--- src/rtl/dnn_pkg.sv ---
// rtl/dnn_pkg.sv - shared DNN datapath defaults, neuron FSM states and saturation limits
package dnn_pkg;

    localparam int DNN_DATA_W    = 12;
    localparam int DNN_WT_W      = 8;
    localparam int DNN_FRAC_BITS = 4;

    // Saturation limits for the default result width
    localparam int DNN_SAT_MAX = (1 << (DNN_DATA_W - 1)) - 1;
    localparam int DNN_SAT_MIN = -(1 << (DNN_DATA_W - 1));

    typedef enum logic [1:0] {
        IDLE,
        ACCUM,
        SCALE,
        DONE
    } neuron_state_t;

    // Saturation limits for an arbitrary signed width
    function automatic int sat_max(input int width);
        return (1 << (width - 1)) - 1;
    endfunction

    function automatic int sat_min(input int width);
        return -(1 << (width - 1));
    endfunction

endpackage

--- src/rtl/neuron_scale_sat.sv ---
// rtl/neuron_scale_sat.sv - accumulator rescale (floor, or round-half-up under NEURON_ROUND_EN) and saturate
module neuron_scale_sat
    import dnn_pkg::*;
#(
    parameter int ACC_W     = 24,
    parameter int DATA_W    = DNN_DATA_W,
    parameter int FRAC_BITS = DNN_FRAC_BITS
) (
    input  logic signed [ACC_W-1:0]  acc,
    output logic signed [DATA_W-1:0] result
);

    localparam logic signed [ACC_W:0] MAX_V = (ACC_W + 1)'(sat_max(DATA_W));
    localparam logic signed [ACC_W:0] MIN_V = (ACC_W + 1)'(sat_min(DATA_W));
`ifdef NEURON_ROUND_EN
    localparam logic signed [ACC_W:0] HALF_V = (ACC_W + 1)'(1 << (FRAC_BITS - 1));
`endif

    logic signed [ACC_W:0] acc_ext;
    logic signed [ACC_W:0] shifted;

    // One extra bit keeps the rounding add overflow-free; the shift floors toward -inf
    always_comb begin
        acc_ext = {acc[ACC_W-1], acc};
`ifdef NEURON_ROUND_EN
        acc_ext = acc_ext + HALF_V;
`endif
        shifted = acc_ext >>> FRAC_BITS;
        if (shifted > MAX_V) begin
            result = MAX_V[DATA_W-1:0];
        end else if (shifted < MIN_V) begin
            result = MIN_V[DATA_W-1:0];
        end else begin
            result = shifted[DATA_W-1:0];
        end
    end

endmodule

--- src/rtl/neuron_mac.sv ---
// rtl/neuron_mac.sv - serial multiply-accumulate neuron with bias, rescale and saturation (NEURON_ROUND_EN selects rounding)
module neuron_mac
    import dnn_pkg::*;
#(
    parameter int NUM_IN    = 4,
    parameter int DATA_W    = DNN_DATA_W,
    parameter int WT_W      = DNN_WT_W,
    parameter int FRAC_BITS = DNN_FRAC_BITS,
    parameter int ACC_W     = 24,
    localparam int IDX_W    = $clog2(NUM_IN)
) (
    input  logic                     clk,
    input  logic                     rst_n,
    input  logic                     start,
    input  logic signed [DATA_W-1:0] bias,
    input  logic signed [DATA_W-1:0] x_in,
    input  logic                     x_valid,
    output logic                     x_ready,
    input  logic                     wt_wr_en,
    input  logic [IDX_W-1:0]         wt_wr_addr,
    input  logic signed [WT_W-1:0]   wt_wr_data,
    output logic signed [DATA_W-1:0] out,
    output logic                     output_ready,
    output logic                     busy
);

    localparam int PROD_W = DATA_W + WT_W;

    neuron_state_t state;
    neuron_state_t state_nxt;

    logic signed [ACC_W-1:0]  acc;
    logic [IDX_W-1:0]         idx;
    logic signed [WT_W-1:0]   w [NUM_IN];
    logic signed [PROD_W-1:0] prod;
    logic signed [DATA_W-1:0] scaled;
    logic                     start_ok;
    logic                     beat;
    logic                     last_beat;

    // Handshake decodes come from the state register only, never from x_valid
    assign x_ready   = (state == ACCUM);
    assign busy      = (state == ACCUM) || (state == SCALE);
    assign start_ok  = start && ((state == IDLE) || (state == DONE));
    assign beat      = x_valid && x_ready;
    assign last_beat = beat && (idx == IDX_W'(NUM_IN - 1));
    assign prod      = x_in * w[idx];

    // State register
    always_ff @(posedge clk) begin
        if (!rst_n) begin
            state <= IDLE;
        end else begin
            state <= state_nxt;
        end
    end

    // Next-state logic; start is ignored while an evaluation is in flight
    always_comb begin
        state_nxt = state;
        case (state)
            IDLE, DONE: if (start) state_nxt = ACCUM;
            ACCUM:      if (last_beat) state_nxt = SCALE;
            SCALE:      state_nxt = DONE;
            default:    state_nxt = IDLE;
        endcase
    end

    // Accumulator, beat index and result register
    always_ff @(posedge clk) begin
        if (!rst_n) begin
            acc          <= '0;
            idx          <= '0;
            out          <= '0;
            output_ready <= 1'b0;
        end else if (start_ok) begin
            acc          <= {{(ACC_W - DATA_W){bias[DATA_W-1]}}, bias} <<< FRAC_BITS;
            idx          <= '0;
            output_ready <= 1'b0;
        end else if (beat) begin
            acc <= acc + {{(ACC_W - PROD_W){prod[PROD_W-1]}}, prod};
            idx <= last_beat ? '0 : idx + IDX_W'(1);
        end else if (state == SCALE) begin
            out          <= scaled;
            output_ready <= 1'b1;
        end
    end

    // Weight registers; a write lands after the edge, so a same-cycle read sees the old value
    always_ff @(posedge clk) begin
        if (!rst_n) begin
            for (int i = 0; i < NUM_IN; i++) begin
                w[i] <= '0;
            end
        end else if (wt_wr_en) begin
            w[wt_wr_addr] <= wt_wr_data;
        end
    end

    neuron_scale_sat #(
        .ACC_W     (ACC_W),
        .DATA_W    (DATA_W),
        .FRAC_BITS (FRAC_BITS)
    ) u_scale_sat (
        .acc    (acc),
        .result (scaled)
    );

endmodule

--- config.mk ---
export PLATFORM = sky130hd
export DESIGN_NAME = neuron_mac
export DESIGN_NICKNAME = d
export VERILOG_FILES = /design/src/rtl/dnn_pkg.sv /design/src/rtl/neuron_scale_sat.sv /design/src/rtl/neuron_mac.sv
export SDC_FILE = /design/constraint.sdc
export NUM_CORES = 1
export LEC_CHECK = 0
export BUFFER_PORTS_ARGS = -buffer_cell sky130_fd_sc_hd__buf_2
export CAP_MARGIN = 5
export CORE_MARGIN = 3
export CORE_UTILIZATION = 45
export DETAILED_ROUTE_END_ITERATION = 6
export MAX_ROUTING_LAYER = met4
export SLEW_MARGIN = 20
export SYNTH_ARGS = -nofsm -noshare
export SYNTH_HDL_FRONTEND = slang
export SYNTH_SLANG_ARGS = --single-unit
--- constraint.sdc ---
create_clock -name clk -period 15.5 [get_ports clk]
set_input_delay 3.875 -clock clk [delete_from_list [all_inputs] [get_ports clk]]
set_output_delay 3.875 -clock clk [all_outputs]
set_load 0.05 [all_outputs]
Word level (Yosys, flattened, before mapping)

Memories as Yosys holds them, arrays and structs flattened. A register that Yosys moved wholly into a read port is not among the register bits.
Cells that the tools add are included.

Register bits after elaboration: 41
RAM bits: 32
Bits of input ports: 39
Output and inout port bits: 15
Logic and storage cells: 51
Memories kept: 1

Add/subtract/negate cells: 2
Multiply operators: 1
$lt $le $gt $ge: 2
Equality and inequality tests: 6
Mux-type cells: 17
Bitwise gates (word level): 3
Reductions and logical operators: 13

Memory list:

| memory | words | bits a word | rd ports | clocked after memory_dff | write ports | RTL line         | text |
|---|---|---|---|---|---|---|---|
| w      | 4     | 8           | 1        | 1                        | 4           | neuron_mac.sv:34 | `logic signed [WT_W-1:0] w [NUM_IN];` |

Operators by type and width:

| kind                                                                    | number |
|---|---|
| 24-bit two-way mux                                                      | 2 |
| 24-bit adder                                                            | 1 |
| 12-bit two-way mux                                                      | 2 |
| 20-bit by 12-bit > comparator with 1-bit output, second input constant  | 1 |
| 20-bit by 12-bit < comparator with 1-bit output, second input constant  | 1 |
| 12-bit by 8-bit multiplier with 20-bit output                           | 1 |
| 2-bit two-way mux                                                       | 6 |
| 8-bit two-way mux                                                       | 1 |
| 8-bit OR reduction                                                      | 1 |
| 2-bit == test, second input constant                                    | 3 |
| 2-bit case mux with 3 select lines                                      | 1 |
| 1-bit two-way mux                                                       | 5 |
| 2-bit AND reduction                                                     | 2 |
| 2-bit OR reduction                                                      | 2 |
| 1-bit logical AND                                                       | 3 |
| 1-bit inverter                                                          | 3 |
| 3-bit AND reduction                                                     | 1 |
| 2-bit by 1-bit adder with 2-bit output, second input constant           | 1 |
| 2-bit by 1-bit == test with 1-bit output, second input constant         | 1 |
| 2-bit logical NOT                                                       | 1 |
| 1-bit logical OR                                                        | 2 |
| 2-bit by 1-bit inequality test with 1-bit output, second input constant | 1 |
| 2-bit inequality test, second input constant                            | 1 |
| 2-bit nonzero test                                                      | 1 |

Logic depth before layout (Yosys ltp)

Word-level depth: 6
Mapped depth: 32
Mapped depth without buffers: 30

Modules after synthesis

A second synthesis with hierarchy kept.

Cell total of the unflattened synthesis: 861
Area total of the unflattened synthesis: 8044.0 um^2

By module, submodules not included:

| module           | times used | cells each | area an instance (um^2) | seq. area each (um^2) |
|---|---|---|---|---|
| neuron_mac       | 1          | 829        | 7812.5                  | 1821.7 |
| neuron_scale_sat | 1          | 32         | 231.5                   | 0.0 |

Worst setup path after synthesis

No wires, ideal clock.

Kind: input-to-reg
Start point: input port x_in[0]
End point: register acc[23]
Library setup time: 0.119 ns
Arrival: 9.749 ns
Data required time: 15.381 ns
Slack: 5.632 ns
Stages: 27
Path buffers: 0
Path through: or2_2 fa_1 fa_1 inv_1 fa_1 inv_1 fa_1 inv_1 ha_1 a21oi_2 o21bai_1 a21oi_2 o21bai_1 a211o_1 a2111oi_4 nor2b_1 xor2_1 ha_1 and4_1 nand4_1 o22ai_1 a211oi_2 a211oi_2 o211ai_2 a211o_1 o2111ai_1 nor2_1

Longest elaborated chain between the ends: 4

Ends and longest elaborated chain:

| what                                          | RTL line         | text |
|---|---|---|
| start: declaration                            | neuron_mac.sv:16 | `input logic signed [DATA_W-1:0] x_in,` |
| 12-bit by 8-bit multiplier with 20-bit output | neuron_mac.sv:47 | `assign prod = x_in * w[idx];` |
| 24-bit adder                                  | neuron_mac.sv:81 | `acc <= acc + {{(ACC_W - PROD_W){prod[PROD_W-1]}}, prod};` |
| 24-bit two-way mux                            | neuron_mac.sv:80 | `end else if (beat) begin` |
| 24-bit two-way mux                            | neuron_mac.sv:76 | `end else if (start_ok) begin` |
| end signal: assignment                        | neuron_mac.sv:77 | `acc <= {{(ACC_W - DATA_W){bias[DATA_W-1]}}, bias} <<< FRAC_BITS;` |
| end signal: assignment                        | neuron_mac.sv:81 |  |
| end: declaration                              | neuron_mac.sv:32 | `logic signed [ACC_W-1:0] acc;` |

No other way between the ends. The select of a mux whose other input is x is not followed.
A chain may end at the register's enable or synchronous reset.

Worst setup path in the final report

Same ends and word-level chain as after synthesis.

==> impl_metrics.env <==
export IMPL_critical_path_top_delay_family="adder cells"
export IMPL_yosysUniqueCellTypes=56
export IMPL_synth_fp_nets=1025
export IMPL_num_antenna_cells=0
export IMPL_via_count=5696
export IMPL_ctsHoldBuffers=0
export IMPL_yosysWarnings=0
export IMPL_grt_total_usage_pct=19.4
export IMPL_regToRegSetupSlack_ps=7870
export IMPL_gr_total_overflow=0
export IMPL_utilization_pct=51.4
export IMPL_coreArea_sq_um=16800
export IMPL_ys_seq_area_share_pct=23.3
export IMPL_r2r_end="acc[23]$_SDFFE_PN0P_"
export IMPL_via_per_inst=5.13
export IMPL_skew_ps=9.51
export IMPL_num_io_pins=54
export IMPL_relSlewSlack_pct=34.8
export IMPL_synth_largest_area_cell="fa_1"
export IMPL_clk_pin_slew_ps=60
export IMPL_synth_area_leaders="fa_1, edfxtp_1, dfxtp_1"
export IMPL_drt_iter0_markers=314
export IMPL_maxSlewViolCount=0
export IMPL_synth_top_flop_cell="dfxtp_1"
export IMPL_crit_fanout=8
export IMPL_drt_wl_total_mm=16.5
export IMPL_clock_sinks=75
export IMPL_final_antenna_net_count=0
export IMPL_routedWlPerCell_microns=14.8
export IMPL_grt_pass1_vias=5628
export IMPL_cpMostUsedCell="fa_1"
export IMPL_rsz0062_at_grt="no"
export IMPL_die_h_microns=138
export IMPL_cts_buffer_depth=2
export IMPL_worstPathArrival_ps=10310
export IMPL_dieArea_sq_um=19000
export IMPL_hp_class="register to register"
export IMPL_final_layout_size_suffix_gt1_share_pct=11.2
export IMPL_crit_slowest_cell="fa_1"
export IMPL_antenna_found_initial=0
export IMPL_rows=47
export IMPL_hold_violations=0
export IMPL_crit_buf_inv=4
export IMPL_postCtsSetupRepairBufs=0
export IMPL_synth_edf_count=32
export IMPL_dpl_hpwl_mm=13.1
export IMPL_cpPeakStageDelay_ps=550
export IMPL_gp_congestion=0.808
export IMPL_startpoint_type="primary input"
export IMPL_clkLatencyLatePin_ps=340
export IMPL_cp_required_ps=15730
export IMPL_syn2layout_area_growth_pct=10.4
export IMPL_fill_cells=1608
export IMPL_nNetsFinal=1070
export IMPL_cts_root_buf="clkbuf_16"
export IMPL_fin_crit_ps=10090
export IMPL_min_period_over_period_pct=65.1
export IMPL_rr_worst_depth=28
export IMPL_ys_async_sr_fraction_pct=0
export IMPL_setup_worst_path_class="primary input to register"
export IMPL_syn_area_sq_um=7830
export IMPL_syn_avg_cell_area_sq_um=9.31
export IMPL_syn_inst=841
export IMPL_io_buffers=53
export IMPL_yosys_register_bits=75
export IMPL_drc_errors=0
export IMPL_grt_max_degree=43
export IMPL_synth_top_area_share_pct=20.4
export IMPL_die_x_microns=138
export IMPL_cts_resized=0
export IMPL_worstSetupEndpoint="acc[23]$_SDFFE_PN0P_"
export IMPL_htree_levels=3
export IMPL_cts_buffers=9
export IMPL_crit_start="x_in[0]"
export IMPL_drv_cap=0
export IMPL_setup_viol_count_final=0
export IMPL_end_kind="register"
export IMPL_status="completed"
export IMPL_drt_pass1_iterations=4
export IMPL_cp_depth=28
export IMPL_cts_tree="yes"
export IMPL_setup_tns_ps=0
export IMPL_tightestPinTransition_ps=975
export IMPL_max_freq_ghz=0.0992
export IMPL_initial_utilization_pct=46.6
export IMPL_grt_pass1_wl_mm=28.4
==> layout by cell type, fill, tap and decap left out, types with 3 or more instances in the layout <==
cell	synthesis	final
xor2_1	14	14
dfxtp_1	43	43
nor2b_1	5	5
or2_2	3	3
o211ai_1	8	8
nor4_1	3	3
o21a_1	6	6
nor2_1	32	32
edfxtp_1	32	32
nand2_1	66	66
inv_6	0	3
o21bai_1	5	5
buf_4	0	5
inv_1	125	125
ha_1	65	65
nor3_1	13	13
xnor2_2	3	3
a21o_1	11	11
clkbuf_16	0	9
a31oi_1	8	8
buf_2	0	53
nand3_1	5	5
fa_1	80	80
and3_1	11	11
mux4_2	7	7
a211oi_1	5	5
a21oi_1	39	39
xnor2_1	20	20
o211a_1	6	6
nand4_1	4	4
o21ai_0	42	42
a21boi_0	12	12
and2_1	90	90
nand2b_1	15	15
o21ai_1	5	5
==> stage by stage <==
stage          std cells  setup slack, ps  instance area, sq um  hold WS (ps)
2_1_floorplan        841             5630                  7830           441
3_3_place_gp        1095             5220                  8320           452
3_5_place_dp        1095             5100                  8320           456
4_1_cts             1111             5460                  8650           479
5_1_grt             1111             5130                  8650           507
6_report            1111             5410                  8650           471
==> worst min-delay path: stages (launching register included) <==
cell and delay (ps):
dfxtp_1 330, nor2_1 40, nor2_1 70
==> logic make-up (layout without fill, tap and decap cells) <==
| kind of cell | Yosys count | after routing | share of synthesized area [%] |
|---|---|---|---|
| buf+inv | 149 | 199 | 7.14 |
| xor+xnor | 38 | 38 | 4.63 |
| flops | 75 | 75 | 23.3 |
| compound gates | 167 | 167 | 14.4 |
| simple gates | 257 | 257 | 17.3 |
| fa+ha+maj | 145 | 145 | 30.8 |
| mux | 10 | 10 | 2.41 |
==> synth_stat cells, types with 15 or more instances <==
master    instances
nor2_1           32
nand2b_1         15
inv_1           125
o21ai_0          42
nand2_1          66
a21oi_1          39
ha_1             65
fa_1             80
dfxtp_1          43
and2_1           90
edfxtp_1         32
xnor2_1          20
clkbuf_1         24
==> cell type report <==
type | count | area (sq um) | area share [%]
inverters | 125 | 469 | 5.42
multi-input cells | 617 | 5460 | 63.1
clock buffers | 9 | 225 | 2.60
repair buffers | 58 | 303 | 3.50
well taps | 220 | 275 | 3.18
clock inverters | 7 | 98.8 | 1.14
flip-flops and latches | 75 | 1820 | 21.1
==> layer usage <==
metal	GRT usage (%)	routed length (microns)
met3	2.36	499
met5	-	0
met4	4.72	195
met1	29.8	9000
met2	27.4	6790
==> worst min path at each step <==
| stage | from | endpoint | cells past startpoint |
|---|---|---|---|
| floorplan | acc[0]$_SDFFE_PP0P_ | acc[0]$_SDFFE_PP0P_ | 2 |
| finish | output_ready$_SDFFE_PP0P_ | output_ready$_SDFFE_PP0P_ | 2 |
| global route | out[3]$_SDFFE_PN0P_ | out[3]$_SDFFE_PN0P_ | 2 |
| global placement | output_ready$_SDFFE_PP0P_ | output_ready$_SDFFE_PP0P_ | 2 |
| detailed placement | acc[0]$_SDFFE_PP0P_ | acc[0]$_SDFFE_PP0P_ | 2 |
| CTS | output_ready$_SDFFE_PP0P_ | output_ready$_SDFFE_PP0P_ | 2 |
==> flip-flops by register name, indices dropped and copies added, names as in the netlist, named ones only <==
name	flops
acc	24
idx	2
out	12
output_ready	1
state	2
w	32
Power is left out: the tool's default activity adds up to more than one toggle a clock period on the data nets, which glitch-free logic cannot reach.
